$ cat config.mk
export PLATFORM = sky130hd
export DESIGN_NAME = axi_reg_slice
export DESIGN_NICKNAME = d
export VERILOG_FILES = /design/src/rtl/axi_hs_pkg.sv /design/src/rtl/axi_reg_slice.sv
export SDC_FILE = /design/constraint.sdc
export NUM_CORES = 1
export LEC_CHECK = 0
export ABC_CLOCK_PERIOD_IN_PS = 2000
export BUFFER_PORTS_ARGS = -buffer_cell sky130_fd_sc_hd__buf_2
export CAP_MARGIN = 20
export CORE_UTILIZATION = 40
export DETAILED_ROUTE_END_ITERATION = 8
export GPL_ROUTABILITY_DRIVEN = 0
export PLACE_DENSITY = 0.66
export SLEW_MARGIN = 20
export SYNTH_ARGS = -nofsm -noshare
export SYNTH_HDL_FRONTEND = slang
export SYNTH_SLANG_ARGS = --single-unit
export TNS_END_PERCENT = 5
$ cat constraint.sdc
create_clock -name clk -period 2 [get_ports clk]
set_input_delay 0.2 -clock clk [delete_from_list [all_inputs] [get_ports clk]]
set_output_delay 0.2 -clock clk [all_outputs]
set_load 0.01 [all_outputs]
$ cat src/rtl/axi_hs_pkg.sv
// Shared handshake constants: slice MODE selectors and the full-slice FSM encoding.
package axi_hs_pkg;
  localparam int HS_BYPASS = 0;
  localparam int HS_FWD    = 1;
  localparam int HS_BWD    = 2;
  localparam int HS_FULL   = 3;

  localparam logic [1:0] EMPTY = 2'd0;
  localparam logic [1:0] BUSY  = 2'd1;
  localparam logic [1:0] FULL  = 2'd2;

  function automatic bit hs_mode_ok(input int mode);
    return (mode >= HS_BYPASS) && (mode <= HS_FULL);
  endfunction
endpackage

$ cat src/rtl/axi_reg_slice.sv
// Valid/ready register slice; MODE picks bypass, forward reg, backward skid, or 2-entry full slice.
module axi_reg_slice
  import axi_hs_pkg::*;
#(
  parameter int DATA_WIDTH = 32,
  parameter int MODE       = 3
) (
  input  logic                  clk,
  input  logic                  rst,
  input  logic [DATA_WIDTH-1:0] data_up,
  input  logic                  valid_up,
  output logic                  ready_up,
  output logic [DATA_WIDTH-1:0] data_down,
  output logic                  valid_down,
  input  logic                  ready_down,
  output logic [1:0]            occupancy
);

  if (MODE == HS_BYPASS) begin : g_bypass
    assign data_down  = data_up;
    assign valid_down = valid_up;
    assign ready_up   = ready_down;
    assign occupancy  = 2'd0;

  end else if (MODE == HS_FWD) begin : g_fwd
    logic                  v_r;
    logic [DATA_WIDTH-1:0] d_r;

    assign ready_up   = ready_down | ~v_r;
    assign valid_down = v_r;
    assign data_down  = d_r;
    assign occupancy  = {1'b0, v_r};

    always_ff @(posedge clk or posedge rst) begin
      if (rst) begin
        v_r <= 1'b0;
        d_r <= '0;
      end else if (valid_up && ready_up) begin
        v_r <= 1'b1;
        d_r <= data_up;
      end else if (ready_down) begin
        v_r <= 1'b0;
      end
    end

  end else if (MODE == HS_BWD) begin : g_bwd
    logic                  skid_valid, skid_nxt, rdy_r;
    logic [DATA_WIDTH-1:0] skid_data;

    assign ready_up   = rdy_r;
    assign valid_down = valid_up | skid_valid;
    assign data_down  = skid_valid ? skid_data : data_up;
    assign occupancy  = {1'b0, skid_valid};

    // Skid fills only on a beat accepted into a stalled slave.
    assign skid_nxt = skid_valid ? ~ready_down : (valid_up & rdy_r & ~ready_down);

    always_ff @(posedge clk or posedge rst) begin
      if (rst) begin
        skid_valid <= 1'b0;
        skid_data  <= '0;
        rdy_r      <= 1'b0;
      end else begin
        skid_valid <= skid_nxt;
        rdy_r      <= ~skid_nxt;
        if (!skid_valid && valid_up && rdy_r && !ready_down) skid_data <= data_up;
      end
    end

  end else if (MODE == HS_FULL) begin : g_full
    logic [1:0]            state, state_nxt;
    logic [DATA_WIDTH-1:0] m_data, s_data;
    logic                  rdy_r, accept, consume;

    assign accept     = valid_up & rdy_r;
    assign consume    = (state != EMPTY) & ready_down;
    assign ready_up   = rdy_r;
    assign valid_down = (state != EMPTY);
    assign data_down  = m_data;
    assign occupancy  = state;

    always_comb begin
      state_nxt = state;
      case (state)
        EMPTY: if (accept) state_nxt = BUSY;
        BUSY: begin
          if (accept && !consume)      state_nxt = FULL;
          else if (consume && !accept) state_nxt = EMPTY;
        end
        FULL:    if (consume) state_nxt = BUSY;
        default: state_nxt = EMPTY;
      endcase
    end

    // ready_up is registered from the next state so no input reaches it combinationally.
    always_ff @(posedge clk or posedge rst) begin
      if (rst) begin
        state  <= EMPTY;
        rdy_r  <= 1'b0;
        m_data <= '0;
        s_data <= '0;
      end else begin
        state <= state_nxt;
        rdy_r <= (state_nxt != FULL);
        if (accept && (state == EMPTY || consume)) m_data <= data_up;
        else if (state == FULL && consume)         m_data <= s_data;
        if (state == BUSY && accept && !consume)   s_data <= data_up;
      end
    end

  end else begin : g_bad
    $error("axi_reg_slice: illegal MODE %0d (ok=%0d)", MODE, hs_mode_ok(MODE));
  end

endmodule

# Yosys cells after proc, flatten, opt, wreduce, memory -nomap -nowiden
# Cells that the tools add are included.
# classes
reduce_logical	12
bitwise	2
n_mux	7
n_eq_ne	3
# op_table
operator	count
32-bit two-way mux	2
2-bit two-way mux	4
1-bit logical AND	6
2-bit one-hot mux with 3 select lines	1
2-bit nonzero test	2
1-bit bitwise AND	2
2-bit by 1-bit equality test with 1-bit output, second input constant	1
2-bit equality test, second input constant	1
1-bit zero test	2
2-bit zero test	1
2-bit != test, second input constant	1
1-bit logical OR	1
# totals
word_cells	28
inputBits	36
ff_bits	67
output_inout_bits	36

# Depth between registers and ports, before layout
# depth
ltp_word	7
mapped_depth	5
ltp_nobuf	3

# Worst setup path after synthesis
# OpenSTA, ideal clock, no wires.
# synth_path
kind	flip-flop to flip-flop
from	reg g_full.rdy_r, in the netlist ready_up
to	reg g_full.s_data[27]
path_buffers	2
path_stages_with_launch	6
path_slack_ns	0.432
arrival_time_ns	1.443
t_required_ns	1.875
setup_time_ns	0.125
period_less_slack_ns	1.568
cell_sequence	dfrtp_1 -> buf_4 -> nand2_4 -> nor3b_4 -> buf_6 -> mux2_2
# synth_between
elab_chain_len	3
# synth_rtl
item	line	source
start: declaration	axi_reg_slice.sv:73	logic rdy_r, accept, consume;
start signal: assignment	axi_reg_slice.sv:104	rdy_r <= (state_nxt != FULL);
1-bit bitwise AND	axi_reg_slice.sv:75	assign accept = valid_up & rdy_r;
1-bit logical AND (2 in series)	axi_reg_slice.sv:107	if (state == BUSY && accept && !consume) s_data <= data_up;
end signal: assignment	axi_reg_slice.sv:107	
end: declaration	axi_reg_slice.sv:72	logic [DATA_WIDTH-1:0] m_data, s_data;
# Every way passes these cells.
# A chain may end at the register's enable or synchronous reset.

# Worst setup path in the final report
# layout_path
from	reg g_full.state[0], in the netlist occupancy[0]
to	reg g_full.s_data[2]
# layout_between
elab_chain_len	4
elab_cells_between_ends	6
cone_classes	eq/ne (1); bitwise (1); reduce/logical (4)
# layout_rtl
item	line	source
start: declaration	axi_reg_slice.sv:71	logic [1:0] state, state_nxt;
start signal: assignment	axi_reg_slice.sv:103	state <= state_nxt;
2-bit nonzero test	axi_reg_slice.sv:76	assign consume = (state != EMPTY) & ready_down;
1-bit bitwise AND	axi_reg_slice.sv:76	
1-bit zero test	axi_reg_slice.sv:107	
1-bit logical AND (*)	axi_reg_slice.sv:107	
# Mark *: on every way between the ends. The rest lies on a longest branch, timed or not.

==> qor.csv <==
metric;value;unit
Sw Share;34.2;%
drt pass-1 iters;4;
distinct cell type count after synthesis;23;
Setup Buffers After CTS;0;
Placed Cells;426;
crit path time final;1720;ps
IO Port Bufs;71;
area post-placement;3710;um^2
clock skew;11.6;ps
worst min path class;in -> reg;
root cell of the clock tree;clkbuf_8;
Final Cycle Share;86.1;%
Vias/cell;5.15;
Detailed Route WL;6930;um
Setup crit start kind;flip-flop;
setup_tns;0;ps
Max Cap Viol;0;
Net Count, Synth;298;
Seq/Total Area, Yosys;51.4;%
P_sw;2.03;mW
DR iter-0 viols;90;
status;completed;
final cell count without fillers;443;
starting density of the core;41.8;%
vias;2280;
Synth Warn #;0;
ANT nets after route;0;
total power;5.93;mW
depth of the CTS H-tree;3;
share of layout cells above drive strength 1;39.3;%
sequential fraction of design power;41.4;%
Num CTS Buffers;9;
largest net degree at the start of global routing;43;
DR WL/cell;15.6;um
kind of critical path;reg -> reg;
Detail Placement HPWL;4610;um
Core ar.;7810;um^2
PD cells;1500;nW/um^2
global-route wire length before repair;11700;um
FMAX;0.581;GHz
# DRC;0;
mapped cell area;3260;um^2
worst vdd ir;655;uV
# clock sinks;67;
global-route usage over all layers;17.9;%
hold path cells;2;
ranking of synthesized cells by area;dfrtp_1 51%, mux2_2 10%, mux2i_1 9.8%, o221ai_1 8.9%, a21o_1 7.6%;
R2R cell count;4;
CTS tree;built;
area grow syn2layout;20.7;%
cells after synthesis;262;
Final Max Tran Viols;0;
Clk Latency, worst-skew pair;340;ps
final setup violation count;0;
share of the synthesized area in the top cell type;51.4;%
Die X;92.3;um
Comb power frac;37.9;%
Final Hold Viols;0;
die height;92.3;um
full die area;8520;um^2
largest area contributor in the netlist;dfrtp_1;
Leakage;1.96;nW
antenna violations before repair;0;
CTS resizes;0;
site row count;32;
crit-path max FO;21;
vias in the first global route;2367;
worst slew pin tran;557;ps
clk slew on worst S/H paths;80;ps
worst path arrival time;1940;ps
Final #Nets;372;
fillers;722;
internal power;3.90;mW
IO Count;72;
pre-CTS setup slack;323;ps
total grt overflow;0;
Worst Path Required;2220;ps
power share of the clock group;20.7;%
syn avg cell area;12.4;um^2
final worst slack;278;ps
clock buffer depth;2;
Slew HR;62.8;%
Crit. End Element;flip-flop;
RSZ-0062 raised after global routing;no;
Yosys reg bits;67;
ant diodes;0;
Final Instance Area;3940;um^2
## synthesized netlist by cell type
library cell / instances
a21boi_0: 1
a21o_1: 33
buf_1: 1
buf_2: 3
buf_4: 2
buf_6: 6
clkbuf_1: 8
dfrtp_1: 67
inv_1: 34
mux2_1: 2
mux2_2: 30
mux2i_1: 32
nand2_4: 1
nand2b_1: 1
nand3_1: 1
nand3b_1: 1
nand4b_1: 1
nor2b_1: 1
nor3b_4: 1
o211ai_4: 1
o21bai_1: 1
o221ai_1: 33
or2_4: 1
## cells by family (layout without fill, tap and decap cells)
logic type      Yosys count  count (layout)  share of synthesized area [%]
mux                      64              64                           20.9
compound gates           69              69                           17.6
simple gates              8               8                           2.23
flops                    67              67                           51.4
buf+inv                  54             133                           7.94
## power by group through the flow
stage	Clock, mW	Combinational, mW	Sequential (mW)
after CTS	1.26	2.29	2.46
after detailed placement	0	2.27	2.48
final	1.23	2.25	2.45
after global placement	0	2.22	2.44
after floorplan	0	1.46	2.59
after global routing	1.31	2.49	2.56
## layout by cell type (no fill, tap or decap)
master / netlist / routed
inv_1: 34 / 33
clkinvlp_4: 0 / 1
nor3b_4: 1 / 1
a21boi_0: 1 / 1
mux2_1: 2 / 2
o211ai_4: 1 / 1
nand3b_1: 1 / 1
nand4b_1: 1 / 1
dfrtp_1: 67 / 67
bufinv_16: 0 / 2
nand2b_1: 1 / 1
a21o_1: 33 / 33
nand3_1: 1 / 1
nand2_4: 1 / 1
o221ai_1: 33 / 33
clkinv_2: 0 / 3
mux2_2: 30 / 30
buf_4: 2 / 10
buf_12: 0 / 1
o21bai_2: 0 / 1
inv_6: 0 / 1
or2_4: 1 / 1
nor2b_1: 1 / 1
dlygate4sd3_1: 0 / 1
mux2i_1: 32 / 32
clkbuf_8: 0 / 9
buf_2: 3 / 71
inv_2: 0 / 1
## what timing repair did
action / CTS / global route
hold endpoints to repair: 25 / 0
hold buffers: 1 / 0
setup endpoints to repair: 0 / 0
## cell type report
class | count | area (um^2) | share of cell area [%]
sequential | 67 | 1680 | 42.6
timing repair buffer | 83 | 460 | 11.7
clock buffer | 9 | 124 | 3.15
inverter | 34 | 128 | 3.24
multi-input combinational | 141 | 1330 | 33.8
clock inverter | 7 | 91.3 | 2.32
tap | 102 | 128 | 3.24
## worst paths after layout
check / start / endpoint / slack (ps)
setup reg to reg: occupancy[0] / g_full.s_data[2] / 280
max in group asynchronous: rst / g_full.s_data[4] / 920
min in group asynchronous: rst / data_down[24] / 450
hold reg to reg: data_down[9] / data_down[9] / 510
hold / removal: data_up[0] / g_full.s_data[0] / 90
setup / recovery: occupancy[0] / g_full.s_data[2] / 280
## state kept, by name, indices dropped and copies added (netlist names)
signal and count:
ready_up 1, occupancy 2, g_full.s_data 32, data_down 32
## worst max-delay path, stage by stage, from the launching register on
cell	delay (ps)
dfrtp_1	450
nor2b_1	230
nor3b_4	220
buf_4	330
mux2_2	370
## metrics by stage
step | hold slack, ps | util [%]
detailed placement | 292 | 47.5
global route | 86.6 | 50.4
global placement | 293 | 47.5
floorplan | 311 | -
CTS | 72.0 | 50.4
finish | 87.2 | 50.4
## layer usage
| layer | track usage [%] | part of all wire (%) | up-vias | routed length [um] |
|---|---|---|---|---|
| li1 | - | - | 1099 | - |
| met1 | 23.5 | 45 | 1117 | 3140 |
| met2 | 28.6 | 49 | 54 | 3380 |
| met3 | 3.53 | 4.2 | 10 | 289 |
| met4 | 8.07 | 1.7 | 0 | 117 |
| met5 | 0 | 0 | - | 0 |
Note: power is estimated with default switching activity, not from simulation.
